--- src/rtl/muldiv_seq.sv ---
// Multi-cycle RV32M multiply/divide unit: one shift-add / restoring-subtract step per clock
// on operand magnitudes, sign fix-up at the end, fixed results for div-by-zero and overflow.
module muldiv_seq #(
    parameter int unsigned WIDTH = 32
) (
    input  logic             clk,
    input  logic             rst_n,
    input  logic             req_valid,
    output logic             req_ready,
    input  logic [2:0]       op,
    input  logic [WIDTH-1:0] a,
    input  logic [WIDTH-1:0] b,
    input  logic             flush,
    output logic             resp_valid,
    input  logic             resp_ready,
    output logic [WIDTH-1:0] res
);

    localparam int unsigned CNT_WIDTH = $clog2(WIDTH) + 1;
    localparam int unsigned PW        = 2 * WIDTH;
    localparam logic [CNT_WIDTH-1:0] LAST_ITER = CNT_WIDTH'(WIDTH - 1);
    localparam logic [WIDTH-1:0]     MIN_NEG   = {1'b1, {(WIDTH-1){1'b0}}};

    typedef enum logic [1:0] {
        S_IDLE = 2'd0,
        S_CALC = 2'd1,
        S_FIX  = 2'd2,
        S_DONE = 2'd3
    } state_t;

    state_t                 state_q;
    logic [CNT_WIDTH-1:0]   cnt_q;
    logic [2:0]             op_q;
    logic                   neg_res_q;
    logic                   neg_rem_q;
    logic [WIDTH-1:0]       hi_q;
    logic [WIDTH-1:0]       lo_q;
    logic [WIDTH-1:0]       mcand_q;
    logic [WIDTH-1:0]       res_q;
    logic                   resp_valid_q;

    // Request decode: signedness, magnitudes and the fixed-result fast path
    logic             is_div, a_sgn, b_sgn, a_neg, b_neg;
    logic             div_zero, div_ovf, fast;
    logic [WIDTH-1:0] a_mag, b_mag, fast_res;

    always_comb begin
        is_div   = op[2];
        a_sgn    = is_div ? !op[0] : (op[1:0] != 2'b11);
        b_sgn    = is_div ? !op[0] : !op[1];
        a_neg    = a_sgn & a[WIDTH-1];
        b_neg    = b_sgn & b[WIDTH-1];
        a_mag    = a_neg ? (~a + WIDTH'(1)) : a;
        b_mag    = b_neg ? (~b + WIDTH'(1)) : b;
        div_zero = is_div && (b == '0);
        div_ovf  = is_div && !op[0] && (a == MIN_NEG) && (b == '1);
        fast     = div_zero || div_ovf;
        fast_res = a;
        if (div_zero) begin
            fast_res = op[1] ? a : '1;
        end else if (op[1]) begin
            fast_res = '0;
        end
    end

    // One iteration step: multiply adds into the high half then shifts right;
    // divide shifts the next dividend bit into the remainder and trial-subtracts.
    logic [WIDTH:0]   mul_sum;
    logic [WIDTH:0]   div_shift;
    logic [WIDTH:0]   div_diff;
    logic             div_ge;
    logic [WIDTH-1:0] hi_step, lo_step;

    always_comb begin
        mul_sum   = {1'b0, hi_q} + (lo_q[0] ? {1'b0, mcand_q} : '0);
        div_shift = {hi_q, lo_q[WIDTH-1]};
        div_diff  = div_shift - {1'b0, mcand_q};
        div_ge    = !div_diff[WIDTH];
        if (op_q[2]) begin
            hi_step = div_ge ? div_diff[WIDTH-1:0] : div_shift[WIDTH-1:0];
            lo_step = {lo_q[WIDTH-2:0], div_ge};
        end else begin
            hi_step = mul_sum[WIDTH:1];
            lo_step = {mul_sum[0], lo_q[WIDTH-1:1]};
        end
    end

    // Sign correction and result selection
    logic [PW-1:0]    prod, prod_fix;
    logic [WIDTH-1:0] quo_fix, rem_fix, fix_res;

    always_comb begin
        prod     = {hi_q, lo_q};
        prod_fix = neg_res_q ? (~prod + PW'(1)) : prod;
        quo_fix  = neg_res_q ? (~lo_q + WIDTH'(1)) : lo_q;
        rem_fix  = neg_rem_q ? (~hi_q + WIDTH'(1)) : hi_q;
        if (op_q[2]) begin
            fix_res = op_q[1] ? rem_fix : quo_fix;
        end else begin
            fix_res = (op_q[1:0] == 2'b00) ? prod_fix[WIDTH-1:0] : prod_fix[PW-1:WIDTH];
        end
    end

    always_ff @(posedge clk or negedge rst_n) begin
        if (!rst_n) begin
            state_q      <= S_IDLE;
            cnt_q        <= '0;
            op_q         <= '0;
            neg_res_q    <= 1'b0;
            neg_rem_q    <= 1'b0;
            hi_q         <= '0;
            lo_q         <= '0;
            mcand_q      <= '0;
            res_q        <= '0;
            resp_valid_q <= 1'b0;
        end else if (flush) begin
            state_q      <= S_IDLE;
            resp_valid_q <= 1'b0;
        end else begin
            case (state_q)
                S_IDLE: begin
                    if (req_valid) begin
                        op_q      <= op;
                        neg_res_q <= a_neg ^ b_neg;
                        neg_rem_q <= a_neg;
                        cnt_q     <= '0;
                        hi_q      <= '0;
                        if (fast) begin
                            res_q        <= fast_res;
                            resp_valid_q <= 1'b1;
                            state_q      <= S_DONE;
                        end else begin
                            lo_q    <= is_div ? a_mag : b_mag;
                            mcand_q <= is_div ? b_mag : a_mag;
                            state_q <= S_CALC;
                        end
                    end
                end
                S_CALC: begin
                    hi_q  <= hi_step;
                    lo_q  <= lo_step;
                    cnt_q <= cnt_q + CNT_WIDTH'(1);
                    if (cnt_q == LAST_ITER) begin
                        state_q <= S_FIX;
                    end
                end
                S_FIX: begin
                    res_q        <= fix_res;
                    resp_valid_q <= 1'b1;
                    state_q      <= S_DONE;
                end
                S_DONE: begin
                    if (resp_ready) begin
                        resp_valid_q <= 1'b0;
                        state_q      <= S_IDLE;
                    end
                end
                default: state_q <= S_IDLE;
            endcase
        end
    end

    // Ready must fall with flush in the same cycle, and stay low while reset is held
    assign req_ready  = rst_n && (state_q == S_IDLE) && !flush;
    assign resp_valid = resp_valid_q;
    assign res        = res_q;

endmodule

--- config.mk ---
export PLATFORM = sky130hd
export DESIGN_NAME = muldiv_seq
export DESIGN_NICKNAME = d
export VERILOG_FILES = /design/src/rtl/muldiv_seq.sv
export SDC_FILE = /design/constraint.sdc
export NUM_CORES = 1
export LEC_CHECK = 0
export ABC_AREA = 1
export BUFFER_PORTS_ARGS = -buffer_cell sky130_fd_sc_hd__buf_2
export CAP_MARGIN = 20
export CELL_PAD_IN_SITES_DETAIL_PLACEMENT = 2
export CELL_PAD_IN_SITES_GLOBAL_PLACEMENT = 2
export CORE_UTILIZATION = 35
export CTS_BUF_LIST = sky130_fd_sc_hd__clkbuf_4 sky130_fd_sc_hd__clkbuf_8 sky130_fd_sc_hd__clkbuf_16
export DETAILED_ROUTE_END_ITERATION = 6
export PLACE_DENSITY_LB_ADDON = 0.2
export SLEW_MARGIN = 5
export SYNTH_ARGS = -nofsm -noshare
export SYNTH_HDL_FRONTEND = slang
export SYNTH_SLANG_ARGS = --single-unit
export TNS_END_PERCENT = 10
--- constraint.sdc ---
create_clock -name clk -period 5.8 [get_ports clk]
set_clock_uncertainty 0.05 [all_clocks]
set_input_delay 1.16 -clock clk [delete_from_list [all_inputs] [get_ports clk]]
set_output_delay 1.16 -clock clk [all_outputs]
set_load 0.01 [all_outputs]
==> results.py, run 1 <==
metrics = {
    "floorplanning": {
        "initial_core_util": 0.354,
        "rows": 85,
        "die_w_um": 235,
        "die_height_um": 235,
        "core_area_mm2": 0.0537,
        "io_pins": 106,
        "die-area_mm2": 0.0552,
    },
    "place": {
        "routabilityCongestion": 0.992,
        "dp_slack_ns": 1.77,
        "portBuffers": 105,
        "dp_hpwl_um": 93200,
        "place_area_mm2": 0.0201,
    },
    "cells_and_area": {
        "drive_above_1_share": 0.0722,
        "regArea_mm2": 0.00356,
        "utilization": 0.387,
        "area_delta_synth_final_pct": 9.35,
        "num_antenna_cells": 0,
        "multi_input_comb_area_mm2": 0.0133,
        "postLayoutCellArea_mm2": 0.0208,
        "final_net_count": 3668,
        "fill_cells": 7038,
    },
    "logic_synthesis": {
        "synthAdderAreaFrac": 0.0508,
        "synth-seq-cells": 142,
        "synth_compound_area_frac": 0.138,
        "synth_flop_cell": "dfrtp_1",
        "yosysSeqAreaShare": 0.187,
        "async_reset_ff_frac": 1.00,
        "synth_cells": 3497,
        "synth.top_cells.by_area": "nand2_1, dfrtp_1, nand3_1",
        "synth.most_common_cell": "nand2_1",
        "avgSynthCellArea_um2": 5.43,
        "yosys_warnings": 0,
        "synth_top_cell_by_area": "nand2_1",
        "syn-num-nets": 3645,
        "netlist_area_mm2": 0.0190,
        "synthXorXnorAreaFrac": 0.0360,
        "synth_edf_count": 0,
        "yosysTopAreaCellShare": 0.248,
        "synth_mux_area_frac": 0,
        "synth_cell_type_count": 42,
        "synth_top_family_by_area": "simple AND/OR/NAND/NOR gates",
        "synthTopCellsByCount": "nand2_1, inv_1, nand3_1",
        "synth_simple_gate_area_share": 0.474,
    },
    "sta": {
        "hold_viol_final": 0,
        "slew-limit-headroom": 0.395,
        "setup_ws_ns": 1.77,
        "tightestPinTransition_ns": 0.908,
        "setup_viol": 0,
        "fin_crit_ns": 4.03,
        "max_freq_mhz": 248,
        "drv_slew": 0,
        "fin_tns_setup_ns": 0,
        "rsz0062_at_grt": "false",
        "timing.final.crit_share": 0.695,
    },
    "cts": {
        "post_cts_buffers": 0,
        "cts_sinks": 142,
        "cts.clk_slew.worst_paths_ns": 0.07,
        "cts_tree": "done",
        "root_buffer": "clkbuf_16",
        "clockBufferDepth": 2,
        "clock_latency_ns": 0.48,
        "cts_resized": 0,
        "cts_buffers": 17,
        "hold_buffers": 0,
        "htreeDepth": 4,
    },
    "critical_path": {
        "critPathMaxFanout": 34,
        "crit_path_end_kind": "flop",
        "critical_path_required_ns": 6.10,
        "critPathKind": "flop to flop",
        "cp-start-kind": "flop",
        "reg2reg_setup_slack_ns": 1.77,
        "cp.arrival_ns": 4.33,
    },
    "power_and_ir_drop": {
        "power_mw": 14.0,
        "p_leak_nw": 11.1,
        "power.density_mw_per_mm2": 675,
        "ir_drop_v": 0.000404,
    },
    "detailed_routing": {
        "dr_total_vias": 24902,
        "wire_per_inst_um": 26.9,
        "viasPerCell": 5.89,
        "postRouteAntennaNets": 0,
        "first_pass_iters": 5,
        "finalWirelength_um": 114000,
        "initialDrtViolationCount": 1806,
        "drc_errors": 0,
    },
    "global_routing": {
        "antenna_found_initial": 1,
        "grt_use_total": 0.408,
        "grt_pass1_wl_um": 169000,
        "grt_start_max_net_pins": 80,
        "overflow": 0,
        "grt_pass1_vias": 26393,
    },
    "hold_path": {
        "worstHoldPathType": "flop to flop",
    },
    "flow_run": {
        "drv_cap": 0,
    },
    "run_status": {
        "status": "finished clean",
    },
}
[sequential cells by signal, summed over array words and instances, names as in the netlist, 2 cells and up]
signal	count
state_q	2
mcand_q	32
hi_q	32
op_q	3
res	32
cnt_q	6
lo_q	32
[critical path, cell delays in order (launching register included)]
cell,delay [ns]
dfrtp_1,0.63
inv_1,0.34
fa_1,0.59
inv_1,0.13
nand3_1,0.09
nand2_2,0.15
nand2_1,0.08
nand2_2,0.10
nand2_1,0.08
nand2_2,0.12
nand2_2,0.11
nand2_1,0.10
nand2_1,0.06
nand2_2,0.65
nand3_1,0.33
nand3_1,0.19
o21ai_1,0.09
[cell usage in the layout, fill, tap and decap left out, drive strengths merged, types with 2 or more instances in the layout]
cell type,synthesis,final
a21boi,11,11
a21o,6,6
a21oi,177,177
a31oi,2,2
buf,55,137
bufinv,0,6
clkbuf,78,19
clkinv,4,9
dfrtp,142,142
fa,2,2
ha,74,74
inv,415,416
nand2,1268,1268
nand3,404,404
nand3b,12,12
nand4,35,35
nor2,391,391
nor3,33,33
nor4,5,5
o2111ai,2,2
o211ai,30,30
o21a,7,7
o21ai,238,238
o21bai,12,12
o22ai,2,2
or2,13,13
xnor2,21,21
xor2,57,57
[per-layer routing]
layer | track usage | vias to the layer above | wire length (µm)
li1 | - | 11205 | -
met3 | 0.0546 | 277 | 6010
met1 | 0.487 | 12591 | 46100
met2 | 0.698 | 827 | 54200
met5 | 0 | - | 9
met4 | 0.246 | 2 | 7520
[worst paths after layout]
kind,startpoint,endpoint,depth (start not counted)
setup / recovery,hi_q[0]$_DFFE_PN0P_,hi_q[9]$_DFFE_PN0P_,16
hold / removal,res[5]$_DFFE_PN0P_,res[5]$_DFFE_PN0P_,2
setup reg to reg,hi_q[0]$_DFFE_PN0P_,hi_q[9]$_DFFE_PN0P_,16
hold reg to reg,res[5]$_DFFE_PN0P_,res[5]$_DFFE_PN0P_,2
max in group asynchronous,rst_n,mcand_q[16]$_DFFE_PN0P_,3
min in group asynchronous,rst_n,res[12]$_DFFE_PN0P_,1
[cells by family (layout without fill, tap and decap cells)]
family          count (synthesis)  in the layout
xor+xnor                       78             78
fa+ha+maj                      76             76
compound gates                487            487
buf+inv                       552            588
simple gates                 2162           2162
flops                         142            142
[area by class of cell]
| cell class | instances | share of cell area |
|---|---|---|
| clock buffers | 19 | 0.0215 |
| clock inverters | 13 | 0.0113 |
| inverters | 419 | 0.0757 |
| multi-input cells | 2803 | 0.640 |
| flip-flops and latches | 142 | 0.171 |
| well taps | 696 | 0.0419 |
| repair buffers | 137 | 0.0381 |
[power breakdown]
part	switching (mW)	internal (mW)	leakage, nW
combinational	7.44	2.81	8.91
clock	0.519	0.826	0.333
sequential	0.984	1.45	1.82
[through the flow]
| step | cells | hold WS [ns] |
|---|---|---|
| finish | 4229 | 0.433 |
| global route | 4229 | 0.452 |
| CTS | 4228 | 0.435 |
| detailed placement | 4196 | 0.418 |
| global placement | 4196 | 0.409 |
| floorplan | 3497 | 0.404 |
(Power assumes the default switching activity.)
==> run 2, diff against run 1 <==
Settings changed: ABC_AREA 1 to 0, CORE_UTILIZATION 35 to 37.
Clock period 5.8 ns to 4.1 ns, I/O delays scaled along.
==> run 2 against run 1 <==
Against the previous run:
- routed wire length decreased by 34%
- synthesized area decreased by 19%
- maximum frequency increased by 1.5%
- core utilization increased by 4.0 points
- critical endpoint is now res[10]$_DFFE_PN0P_
==> results.py, run 2 <==
metrics = {
    "detailed_routing": {
        "wire_per_inst_um": 27.8,
        "first_pass_iters": 5,
        "dr_total_vias": 17148,
        "postRouteAntennaNets": 0,
        "initialDrtViolationCount": 1278,
        "drc_errors": 0,
        "finalWirelength_um": 75100,
        "viasPerCell": 6.35,
    },
    "power_and_ir_drop": {
        "p_int_mw": 7.29,
        "power_frac_seq": 0.177,
        "power.switching_mw": 8.82,
        "switching_share": 0.548,
        "p_leak_nw": 7.59,
        "p_clk_frac": 0.113,
        "comb_power_share": 0.710,
        "ir_drop_v": 0.000397,
        "power.density_mw_per_mm2": 922,
    },
    "floorplanning": {
        "die-area_mm2": 0.0424,
        "core_area_mm2": 0.0409,
        "initial_core_util": 0.376,
        "rows": 74,
        "die_height_um": 206,
        "die_w_um": 206,
        "io_pins": 106,
    },
    "global_routing": {
        "antenna_found_initial": 0,
        "grt_use_total": 0.357,
        "grt_pass1_wl_um": 113000,
        "grt_pass1_vias": 18127,
        "overflow": 0,
        "grt_start_max_net_pins": 67,
    },
    "logic_synthesis": {
        "synth_top_cell_by_area": "dfrtp_1",
        "synth_simple_gate_area_share": 0.205,
        "synthAdderAreaFrac": 0.0791,
        "yosysTopAreaCellShare": 0.231,
        "synth_compound_area_frac": 0.276,
        "yosys_warnings": 0,
        "synth.most_common_cell": "nor2_1",
        "synth.top_cells.by_area": "dfrtp_1, o21ai_0, a21oi_1",
        "synth_cells": 2082,
        "synth_edf_count": 0,
        "synth-seq-cells": 142,
        "synth_top_family_by_area": "compound AO/OA/AOI/OAI gates",
        "async_reset_ff_frac": 1.00,
        "synth_mux_area_frac": 0.0463,
        "syn-num-nets": 2230,
        "synth_cell_type_count": 85,
        "synthTopCellsByCount": "nor2_1, nand2_1, o21ai_0",
        "synth_flop_cell": "dfrtp_1",
        "synthXorXnorAreaFrac": 0.107,
        "avgSynthCellArea_um2": 7.39,
        "netlist_area_mm2": 0.0154,
        "yosysSeqAreaShare": 0.231,
    },
    "cts": {
        "htreeDepth": 4,
        "cts.clk_slew.worst_paths_ns": 0.07,
        "cts_buffers": 17,
        "clockBufferDepth": 2,
        "hold_buffers": 0,
        "clock_latency_ns": 0.51,
        "root_buffer": "clkbuf_16",
        "cts_sinks": 142,
        "cts_tree": "done",
    },
    "cells_and_area": {
        "final_net_count": 2303,
        "drive_above_1_share": 0.138,
        "num_antenna_cells": 0,
        "postLayoutCellArea_mm2": 0.0175,
        "fin_cells": 2700,
        "area_delta_synth_final_pct": 13.6,
        "layout_commonest_cell": "nor2_1",
        "final_cell_mix": "nor2_1, nand2_1, o21ai_0",
    },
    "critical_path": {
        "path_cells": "clkinvlp_4, buf_4, ha_1, inv_1, nor4_1, buf_4, nand4_1, or2_2, o21ai_1, buf_4, xor2_1, nor2_1, a221oi_1, buf_4, a211oi_1, a21o_1",
        "slowest_stage": "dfrtp_1",
        "cp.arrival_ns": 4.30,
        "critPathKind": "flop to flop",
        "cp_common_cell": "buf_4",
        "critical_path_required_ns": 4.43,
        "crit_path_end_kind": "flop",
        "cp_slowest_stage_delay_ns": 0.45,
        "critPathMaxFanout": 12,
        "cp-start-kind": "flop",
    },
    "sta": {
        "tightestPinTransition_ns": 0.894,
        "rsz0062_at_grt": "true",
        "timing.final.crit_share": 0.968,
        "max_freq_mhz": 252,
        "fin_crit_ns": 3.97,
        "setup_viol": 0,
        "hold_viol_final": 0,
        "drv_slew": 0,
        "slew-limit-headroom": 0.403,
    },
    "flow_run": {
        "drv_cap": 0,
    },
    "place": {
        "routabilityCongestion": 0.972,
        "portBuffers": 105,
        "dp_hpwl_um": 58700,
        "dp.cells": 2668,
        "place_area_mm2": 0.0168,
    },
    "run_status": {
        "status": "finished clean",
    },
    "hold_path": {
        "worstHoldPathType": "input port to asynchronous set/reset pin",
    },
}
## run 2: changes by cell type after synthesis, moves of 51 or more
cell      before  now
a211oi_1       0   51
xnor2_1       21   98
nand3_1      401   28
nand2_1     1256  207
inv_1        401   71
nor2_1       354  232
## run 2: metrics by stage
stage               power [mW]  setup TNS [ns]  hold slack, ns  setup slack, ns   util
finish                    16.1               0           0.213            0.130  0.427
floorplan                 9.82               0           0.399            0.436      -
CTS                       15.8               0           0.220          0.00841  0.426
global route              17.0         -0.0192           0.230          -0.0112  0.427
global placement          13.3               0           0.410            0.237  0.410
detailed placement        13.8               0           0.416            0.104  0.410
## run 2: kinds of logic (layout without fill, tap and decap cells)
kind of cell	count (synthesis)	in the layout
AO/OA/AOI/OAI	691	691
XOR/XNOR	188	188
adder cells (fa/ha/maj)	101	101
buffers and inverters	217	303
flip-flops	142	142
multiplexers	67	67
AND/OR/NAND/NOR	676	676
## run 2: path summary, 6_finish.rpt
check	from	end	slack, ns	cells after the start
min in group clk	res[23]$_DFFE_PN0P_	res[23]$_DFFE_PN0P_	0.43	2
min reg2reg	res[23]$_DFFE_PN0P_	res[23]$_DFFE_PN0P_	0.43	2
max in group asynchronous	rst_n	op_q[2]$_DFFE_PN0P_	2.55	2
max reg2reg	lo_q[0]$_DFFE_PN0P_	res[10]$_DFFE_PN0P_	0.13	16
max	lo_q[0]$_DFFE_PN0P_	res[10]$_DFFE_PN0P_	0.13	16
min	rst_n	hi_q[25]$_DFFE_PN0P_	0.21	1
## run 2: per-layer routing
metal / GRT usage / up-vias / wire length (µm)
li1: - / 7644 / -
met1: 0.461 / 8776 / 32500
met2: 0.568 / 571 / 34300
met3: 0.0609 / 157 / 4460
met4: 0.190 / 0 / 3840
met5: 0 / - / 0
## run 2: power groups by stage
stage	Sequential, mW	Clock [mW]	Combinational, mW
finish	2.85	1.82	11.4
global route	2.90	1.89	12.2
global placement	2.77	0	10.5
floorplan	2.49	0	7.33
detailed placement	2.82	0	11.0
CTS	2.81	1.85	11.2
## run 2: layout make-up
class | instances | area, µm²
clock buffer | 21 | 474
sequential | 142 | 3550
multi-input combinational | 1723 | 11000
fill | 4841 | 23500
timing repair buffer | 197 | 1290
clock inverter | 11 | 180
tap | 532 | 666
inverter | 74 | 282
## run 2: timing repair
action                     in CTS  in global routing
buffers inserted                0                  0
setup endpoints to repair       0                 15
gates resized for setup         0                  8
## run 2: critical path, delay by kind of cell, from the launching register on
family	cells	cell delay, ns
adders and majority gates	1	0.23
and+or+nand+nor	4	0.90
xor gates and xnor gates	1	0.17
buffers and inverters	6	1.15
AOI/OAI and AO/OA	4	0.90
DFF	1	0.45
==> run 3, diff against run 2 <==
Settings changed: RECOVER_POWER set to 50.
==> run 3 against run 2 <==
Against the previous run:
- the run now ends with max-capacitance violations, max-slew violations left
- die area stayed put
- clock power barely moved
- total power shrank 0.22%
- critical endpoint unchanged
- non-clock buffer count unchanged
- first-iteration DRC count is 3.3% lower
- worst hold slack got worse by 0.0047 ns
- worst setup slack lost 0.056 ns
- count of clock-buffer cells in the layout stayed put
- critical path depth unchanged
- register-to-register slack lost 0.06 ns
==> results.py, run 3 (synthesis gave the netlist of run 2 again) <==
metrics = {
    "sta": {
        "drv_slew": 105,
        "slew-limit-headroom": -0.840,
        "tightestPinTransition_ns": 2.76,
        "setup_viol": 0,
        "hold_viol_final": 0,
        "max_freq_mhz": 248,
        "timing.final.crit_share": 0.982,
        "fin_crit_ns": 4.03,
        "rsz0062_at_grt": "true",
    },
    "critical_path": {
        "crit_path_end_kind": "flop",
        "cp.buffers_inverters": 6,
        "slowest_stage": "dfrtp_1",
        "cp.arrival_ns": 4.35,
        "cp-start-kind": "flop",
        "critPathKind": "flop to flop",
        "cp_slowest_stage_delay_ns": 0.45,
        "critical_path_required_ns": 4.43,
        "cp_common_cell": "buf_4",
        "path_cells": "clkinvlp_4, buf_4, ha_1, inv_1, nor4_1, buf_4, nand4_1, or2_2, o21ai_1, buf_4, xor2_1, nor2_1, a221oi_1, buf_4, a211oi_1, a21o_1",
        "critPathMaxFanout": 12,
        "critical_path.top_delay_family": "buffers and inverters",
    },
    "detailed_routing": {
        "postRouteAntennaNets": 0,
        "finalWirelength_um": 74900,
        "viasPerCell": 6.36,
        "first_pass_iters": 5,
        "dr_total_vias": 17180,
        "wire_per_inst_um": 27.7,
        "drc_errors": 0,
        "initialDrtViolationCount": 1236,
    },
    "global_routing": {
        "overflow": 0,
        "grt_pass1_wl_um": 113000,
        "use_met2": 0.568,
        "grt-busiest-layer": "met2",
        "grt_use_total": 0.357,
        "grt_pass1_vias": 18127,
        "antenna_found_initial": 0,
        "grt_start_max_net_pins": 67,
        "met1_usage": 0.461,
        "met3_usage": 0.0609,
    },
    "cells_and_area": {
        "regArea_mm2": 0.00355,
        "area_delta_synth_final_pct": 13.4,
        "fin_cells": 2700,
        "num_antenna_cells": 0,
        "final_net_count": 2303,
        "multi_input_comb_area_mm2": 0.0110,
        "fill_cells": 4856,
        "drive_above_1_share": 0.131,
        "final_cell_mix": "nor2_1, nand2_1, o21ai_0",
        "postLayoutCellArea_mm2": 0.0174,
        "layout_commonest_cell": "nor2_1",
    },
    "power_and_ir_drop": {
        "power_mw": 16.1,
        "p_leak_nw": 7.52,
        "ir_drop_v": 0.000399,
        "power.density_mw_per_mm2": 921,
    },
    "place": {
        "dp_hpwl_um": 58700,
        "place_area_mm2": 0.0168,
        "dp.cells": 2668,
        "portBuffers": 105,
        "routabilityCongestion": 0.972,
    },
    "floorplanning": {
        "core_area_mm2": 0.0409,
        "rows": 74,
        "die_w_um": 206,
        "io_pins": 106,
        "initial_core_util": 0.376,
        "die-area_mm2": 0.0424,
        "die_height_um": 206,
    },
    "cts": {
        "clock_latency_ns": 0.51,
        "cts_tree": "done",
        "cts.clk_slew.worst_paths_ns": 0.07,
        "clockBufferDepth": 2,
        "cts_buffers": 17,
        "htreeDepth": 4,
        "post_cts_buffers": 0,
        "cts_sinks": 142,
        "root_buffer": "clkbuf_16",
    },
    "hold_path": {
        "worstHoldPathType": "input port to asynchronous set/reset pin",
    },
    "run_status": {
        "violations": "max-capacitance violations, max-slew violations",
        "status": "complete, but fails checks",
    },
    "flow_run": {
        "drv_cap": 2,
    },
}
## run 3: changes by cell type in the layout (fill, tap and decap cells not counted)
cell	change
buf_2	-16
clkbuf_2	+1
buf_4	-2
clkbuf_1	+17
## run 3: final timing paths
check	slack [ns]	end	startpoint	cells after the start
max	0.07	res[10]$_DFFE_PN0P_	lo_q[0]$_DFFE_PN0P_	16
min	0.21	hi_q[25]$_DFFE_PN0P_	rst_n	1
max reg2reg	0.07	res[10]$_DFFE_PN0P_	lo_q[0]$_DFFE_PN0P_	16
min reg2reg	0.43	res[23]$_DFFE_PN0P_	res[23]$_DFFE_PN0P_	2
max in group asynchronous	0.79	lo_q[17]$_DFFE_PN0P_	rst_n	2
min in group clk	0.43	res[23]$_DFFE_PN0P_	res[23]$_DFFE_PN0P_	2
## run 3: repair_timing
item                       CTS  global route
hold buffers                 0             0
setup endpoints to repair    0            15
resized for setup            0             8
## run 3: worst register-to-register path, delay by kind of cell, from the launching register on
| family | cells | cell delay, ns |
|---|---|---|
| AND/OR/NAND/NOR | 4 | 0.92 |
| flip-flops | 1 | 0.45 |
| buffers and inverters | 6 | 1.17 |
| AO/OA/AOI/OAI | 4 | 0.92 |
| adder cells (fa/ha/maj) | 1 | 0.24 |
| XOR/XNOR | 1 | 0.16 |
## run 3: metal layers
metal	wire, µm	part of all wire
met1	32400	0.43
met2	34200	0.46
met3	4410	0.059
met4	3880	0.052
met5	0	0
## run 3: per-stage QoR
step                      setup slack (ns)  TNS [ns]  hold slack, ns  utilization
after floorplan                      0.436         0           0.399            -
after global placement               0.237         0           0.410        0.410
after detailed placement             0.104         0           0.416        0.410
after CTS                          0.00841         0           0.220        0.426
after global routing               -0.0112   -0.0192           0.230        0.426
final                               0.0738         0           0.208        0.426
## run 3: area by class of cell
class	count	share of cell area
inverter	74	0.0161
sequential	142	0.204
clock inverter	11	0.0103
tap	532	0.0382
multi-input combinational	1723	0.632
timing repair buffer	197	0.0723
clock buffer	21	0.0272
## run 3: report_power, final
part           leakage [nW]  switching [mW]  internal [mW]
logic                  5.40            7.19           4.21
registers              1.80           0.859           1.98
clock network         0.318           0.744           1.08
total                  7.52            8.80           7.27
